`config.mk`:
```
export PLATFORM = sky130hd
export DESIGN_NAME = fetch_unit
export DESIGN_NICKNAME = d
export VERILOG_FILES = /design/src/rtl/mips_pkg.sv /design/src/rtl/pc_reg.sv /design/src/rtl/fetch_unit.sv
export SDC_FILE = /design/constraint.sdc
export NUM_CORES = 1
export LEC_CHECK = 0
export CORE_MARGIN = 5
export CORE_UTILIZATION = 48
export DETAILED_ROUTE_END_ITERATION = 12
export HOLD_SLACK_MARGIN = 0.1
export PLACE_DENSITY_LB_ADDON = 0.25
export SLEW_MARGIN = 10
export SYNTH_ARGS = -nofsm -noshare
export SYNTH_HDL_FRONTEND = slang
export SYNTH_HIERARCHICAL = 1
export SYNTH_SLANG_ARGS = --single-unit
```
`constraint.sdc`:
```
create_clock -name clk_i -period 3 [get_ports clk_i]
set_clock_uncertainty 0.2 [all_clocks]
set_input_delay 0.3 -clock clk_i [delete_from_list [all_inputs] [get_ports clk_i]]
set_output_delay 0.3 -clock clk_i [all_outputs]
set_load 0.01 [all_outputs]
```
`src/rtl/mips_pkg.sv`:
```
// mips_pkg: constants shared across the MIPS core (fetch, control decoder).
//   INSTR_W      instruction / datapath word width
//   NOP_INSTR    squash value for IF/ID; decodes as sll $0,$0,0
//   OP_*         6-bit primary opcodes recognised by the control decoder
//   jump_target  J-type target from the delay-slot-free PC+4 and instr_index
package mips_pkg;

   localparam int unsigned INSTR_W = 32;

   localparam logic [INSTR_W-1:0] NOP_INSTR = 32'h0000_0000;

   localparam logic [5:0] OP_RTYPE = 6'b000000;
   localparam logic [5:0] OP_ORI   = 6'b001101;
   localparam logic [5:0] OP_LW    = 6'b100011;
   localparam logic [5:0] OP_SW    = 6'b101011;
   localparam logic [5:0] OP_BEQ   = 6'b000100;
   localparam logic [5:0] OP_J     = 6'b000010;

   function automatic logic [INSTR_W-1:0] jump_target(
      input logic [INSTR_W-1:0] pc4,
      input logic [INSTR_W-1:0] instr
   );
      return {pc4[31:28], instr[25:0], 2'b00};
   endfunction

endpackage

```
`src/rtl/pc_reg.sv`:
```
// pc_reg: program counter flop.
//   clk_i     clock
//   rst_i     synchronous active-high reset, loads RESET_PC
//   hold_i    1 = keep current PC
//   next_pc_i PC to load when not held
//   pc_o      current PC
module pc_reg
   import mips_pkg::*;
#(
   parameter logic [INSTR_W-1:0] RESET_PC = 32'h0000_0000
) (
   input  logic               clk_i,
   input  logic               rst_i,
   input  logic               hold_i,
   input  logic [INSTR_W-1:0] next_pc_i,
   output logic [INSTR_W-1:0] pc_o
);

   logic [INSTR_W-1:0] r_pc;

   always_ff @(posedge clk_i) begin
      if (rst_i)
         r_pc <= RESET_PC;
      else if (!hold_i)
         r_pc <= next_pc_i;
   end

   assign pc_o = r_pc;

endmodule

```
`src/rtl/fetch_unit.sv`:
```
// fetch_unit: instruction fetch stage plus IF/ID pipeline register.
//   clk_i, rst_i        clock, synchronous active-high reset
//   stall_i             freeze PC and IF/ID (redirects deferred)
//   branch_i, jump_i    decoder outputs for the instruction in ID
//   zero_i, imm_i       beq equality flag and sign-extended immediate
//   imem_addr_o/data_i  combinational instruction memory port
//   ifid_instr_o/pc4_o/valid_o  IF/ID register contents
//   flush_o             1 in the cycle a redirect is taken
//   pc_o                current PC
module fetch_unit
   import mips_pkg::*;
#(
   parameter logic [INSTR_W-1:0] RESET_PC = 32'h0000_0000
) (
   input  logic               clk_i,
   input  logic               rst_i,
   input  logic               stall_i,
   input  logic               branch_i,
   input  logic               jump_i,
   input  logic               zero_i,
   input  logic [INSTR_W-1:0] imm_i,
   output logic [INSTR_W-1:0] imem_addr_o,
   input  logic [INSTR_W-1:0] imem_data_i,
   output logic [INSTR_W-1:0] ifid_instr_o,
   output logic [INSTR_W-1:0] ifid_pc4_o,
   output logic               ifid_valid_o,
   output logic               flush_o,
   output logic [INSTR_W-1:0] pc_o
);

   logic [INSTR_W-1:0] r_instr;
   logic [INSTR_W-1:0] r_pc4;
   logic               r_valid;

   logic [INSTR_W-1:0] w_pc;
   logic [INSTR_W-1:0] w_pc4;
   logic [INSTR_W-1:0] w_br_tgt;
   logic [INSTR_W-1:0] w_j_tgt;
   logic [INSTR_W-1:0] w_next_pc;
   logic               w_jump;
   logic               w_br;
   logic               w_redirect;

   // Decode outputs only count when ID holds a real instruction.
   assign w_jump   = jump_i & r_valid;
   assign w_br     = branch_i & zero_i & r_valid;
   assign w_pc4    = w_pc + 32'd4;
   assign w_br_tgt = r_pc4 + {imm_i[INSTR_W-3:0], 2'b00};
   assign w_j_tgt  = jump_target(r_pc4, r_instr);

   // Stall defers the redirect; reset overrides everything at this edge.
   assign w_redirect = ~rst_i & ~stall_i & (w_jump | w_br);

   always_comb begin
      w_next_pc = w_pc4;
      if (w_jump)
         w_next_pc = w_j_tgt;
      else if (w_br)
         w_next_pc = w_br_tgt;
   end

   pc_reg #(
      .RESET_PC (RESET_PC)
   ) u_pc_reg (
      .clk_i     (clk_i),
      .rst_i     (rst_i),
      .hold_i    (stall_i),
      .next_pc_i (w_next_pc),
      .pc_o      (w_pc)
   );

   always_ff @(posedge clk_i) begin
      if (rst_i) begin
         r_instr <= NOP_INSTR;
         r_pc4   <= '0;
         r_valid <= 1'b0;
      end else if (!stall_i) begin
         if (w_redirect) begin
            // Wrong-path sequential fetch is dropped.
            r_instr <= NOP_INSTR;
            r_pc4   <= '0;
            r_valid <= 1'b0;
         end else begin
            r_instr <= imem_data_i;
            r_pc4   <= w_pc4;
            r_valid <= 1'b1;
         end
      end
   end

   assign imem_addr_o  = w_pc;
   assign pc_o         = w_pc;
   assign ifid_instr_o = r_instr;
   assign ifid_pc4_o   = r_pc4;
   assign ifid_valid_o = r_valid;
   assign flush_o      = w_redirect;

endmodule
```
==> metrics.md <==
| Metric | Value |
|---|---|
| Post-DRT Antenna Nets | `0` |
| Status | `finished, final reports clean` |
| Comb pwr share | `24.6%` |
| Die Width | `between 100 and 150 um` |
| Final setup violation count | `0` |
| N_diodes | `0` |
| Number of synthesized register bits | `just under 100` |
| Via count | `between 6000 and 7000` |
| Most common cell after layout, fill and taps aside | `clkdlybuf4s50_1` |
| Slew Limit Fails | `0` |
| Tmin final | `2.96 ns` |
| Die height | `~130 um` |
| Largest net degree at the start of global routing | `~110` |
| Leakage | `roughly 3.8 nW` |
| Maximum clock insertion buffer count | `2` |
| Syn Nets | `around 950` |
| Achievable frequency | `about 340 MHz` |
| Worst rel slew slack | `between 30 and 40%` |
| CP startpoint kind | `primary input` |
| Syn_area_per_cell | `around 7.5 um^2` |
| RSZ-0062 raised after global routing | `true` |
| Async set-or-reset flop fraction in the synthesized netlist | `0%` |
| Worst-path clk slew | `~0.070 ns` |
| Worst EP arrival | `just under 3 ns` |
| Latest clock arrival within the worst-skew pair | `0.36 ns` |
| Cell variety after synth | `60` |
| # port buffers | `197` |
| Initial Util | `48.4%` |
| Net Sw Frac | `31.0%` |
| Core Area | `0.0131 mm^2` |
| Hold Path Class | `in2reg` |
| Syn Inst Count | `847` |
| CTS tree | `yes` |
| First-pass GRT wire length | `32.5 mm` |
| Non-filler instance count after layout | `around 1200` |
| I/O Pins | `200` |
| Post-synth top area cell | `dfxtp_1` |
| DRC errors left | `0` |
| Worst slew pin tran | `0.898 ns` |
| Final hold vios | `0` |
| Gr usage total | `between 20% and 30%` |
| Cell area after synthesis | `~0.0064 mm^2` |
| Initial antenna violation count | `0` |
| Reg power frac | `about two fifths` |
| Die footprint | `around 0.016 mm^2` |
| Number of buffers created by CTS | `9` |
| Vias in the first global route | `between 6000 and 7000` |
| Post-DP HPWL | `14.8 mm` |
| Detailed Routing Iterations Pass 1 | `6` |
| VDD IR max | `about 0.32 mV` |
| Sink Count | `97` |
| Fin nets | `approximately 1200` |
| Dpl cells | `between 1000 and 1500` |
| Htree depth | `3` |
| Kind of critical path | `in2reg` |
| Average wire per standard cell | `about 17 um` |
| Clock root buffer | `clkbuf_16` |
| Post-synth top area share | `30.5%` |
| Final RePlAce weighted congestion | `roughly 0.92` |
| MaxCap Viol Count | `0` |
| Final WL | `between 20 and 25 mm` |
| GRT overflow | `0` |
| Crit path capture type | `flop` |
| Leading cell types in the layout, fill and taps excluded | `clkdlybuf4s50_1, nor2_1, dfxtp_1` |
| # rows | `between 40 and 50` |
| Power Dens Cells | `379 mW/mm^2` |
| WP data required | `2.99 ns` |
| Main synth FF type | `dfxtp_1` |
| CP max FO | `3` |
| Tot Pwr | `about 0.0034 W` |
| Synth Warn # | `6` |
| Total net switching power | `0.00106 W` |
| Layout cells sized above 1 | `between 10% and 20%` |
| Fin crit share | `~99%` |
| EDFF count, synth | `0` |
| Internal Power | `approximately 0.0024 W` |
| Area growth syn-to-layout | `41.5%` |
| Ranking of synthesized cells by area | `dfxtp_1, nor2_1, a21oi_1, ha_1, nand2_1` |
| Clock power share | `around 34%` |
| Via-to-Cell Ratio | `between 5 and 6` |
| Hold slack final | `0.207 ns` |
| Initial drt markers | `around 670` |
| Seq/Total Area, Yosys | `30.5%` |
-- cells in the mapped netlist, types with 2 or more instances --
library cell and count:
a211oi_1 9, a21boi_0 2, a21o_1 7, a21oi_1 91, a221o_1 2, a22oi_1 21, a31oi_1 4, and2_1 3
and3_1 6, buf_1 2, buf_12 3, buf_2 2, buf_4 32, clkbuf_1 39, dfxtp_1 97, ha_1 30
inv_1 5, mux2i_1 34, nand2_1 91, nand3_1 16, nand4_1 10, nand4_2 2, nor2_1 180, nor2b_1 2
nor3_1 18, nor4_1 2, o211ai_1 3, o21a_1 7, o21ai_0 39, o21ai_2 2, o21bai_1 4, o22ai_1 7
o41ai_1 2, or3_1 4, xnor2_1 30, xnor2_2 2, xor2_1 14
-- sequential cells by signal, indices dropped and copies added (netlist names) --
register       flops
ifid_valid_o       1
ifid_instr_o      32
ifid_pc4_o        32
u_pc_reg/pc_o     32
-- power groups by stage --
| stage | logic [W] | registers, W | clock network, W |
|---|---|---|---|
| floorplan | 0.000425 | 0.00146 | 0 |
| global placement | 0.000810 | 0.00144 | 0 |
| detailed placement | 0.000815 | 0.00145 | 0 |
| CTS | 0.000825 | 0.00142 | 0.00117 |
| global route | 0.000910 | 0.00143 | 0.00121 |
| finish | 0.000837 | 0.00142 | 0.00115 |
-- final timing paths --
| check | startpoint | end | slack [ns] | cells after the start |
|---|---|---|---|---|
| max reg2reg | ifid_pc4_o[14] | u_pc_reg/pc_o[28] | 0.10 | 12 |
| max | imm_i[0] | u_pc_reg/pc_o[28] | 0.04 | 13 |
| min | stall_i | ifid_instr_o[31] | 0.21 | 3 |
| min reg2reg | ifid_instr_o[29] | ifid_instr_o[29] | 0.29 | 2 |
-- area by class of cell --
cell class	instances	area [um^2]
clock inverter	7	63.8
tap	176	220
sequential	97	1940
multi-input combinational	666	4010
inverter	5	18.8
fill	1131	4130
clock buffer	9	225
timing repair buffer	270	2530
-- cells by family (layout without fill, tap and decap cells) --
family / count (synthesis) / in the layout / share of synthesized area (%)
simple gates: 343 / 343 / 23.4
mux: 34 / 34 / 5.35
fa+ha+maj: 31 / 31 / 6.21
xor+xnor: 46 / 46 / 6.57
compound gates: 212 / 212 / 20.2
buf+inv: 84 / 291 / 7.77
flops: 97 / 97 / 30.5
-- metrics by stage --
| stage | TNS [ns] | utilization, % | worst slack (ns) | cell area (um^2) |
|---|---|---|---|---|
| 6_report | 0 | 68.5 | 0.0441 | 9000 |
| 5_1_grt | -0.285 | 68.5 | -0.108 | 9000 |
| 4_1_cts | 0 | 68.0 | 0.000384 | 8930 |
| 3_5_place_dp | -3.89 | 65.6 | -0.439 | 8620 |
| 3_3_place_gp | -3.03 | 65.6 | -0.372 | 8620 |
| 2_1_floorplan | 0 | - | 0.221 | 6360 |
-- worst max-delay path, stage by stage --
cell and delay [ns]:
clkdlybuf4s50_1 0.42, ha_2 0.22, fa_2 0.42, a211oi_4 0.24, o21ai_2 0.10, nand3_1 0.12
a21oi_1 0.12, o21bai_1 0.19, o21ai_0 0.14, xor2_1 0.17, a221o_1 0.31, mux2i_1 0.13
nor2_1 0.08
-- layer usage --
layer / GRT usage [%] / vias up / share of wire (%)
li1: - / 3332 / -
met1: 36.6 / 3026 / 47
met2: 38.0 / 286 / 43
met3: 5.33 / 13 / 9.4
met4: 6.19 / 0 / 0.97
met5: 0 / - / 0
-- repair_timing --
action,in CTS,in global routing
endpoints found under the setup margin,2,12
hold buffers,1,0
hold endpoints to repair,14,0
gates resized for setup,2,14
pin swaps,1,7
buffers inserted,0,1
gates cloned,0,0
(Power assumes the default switching activity.)
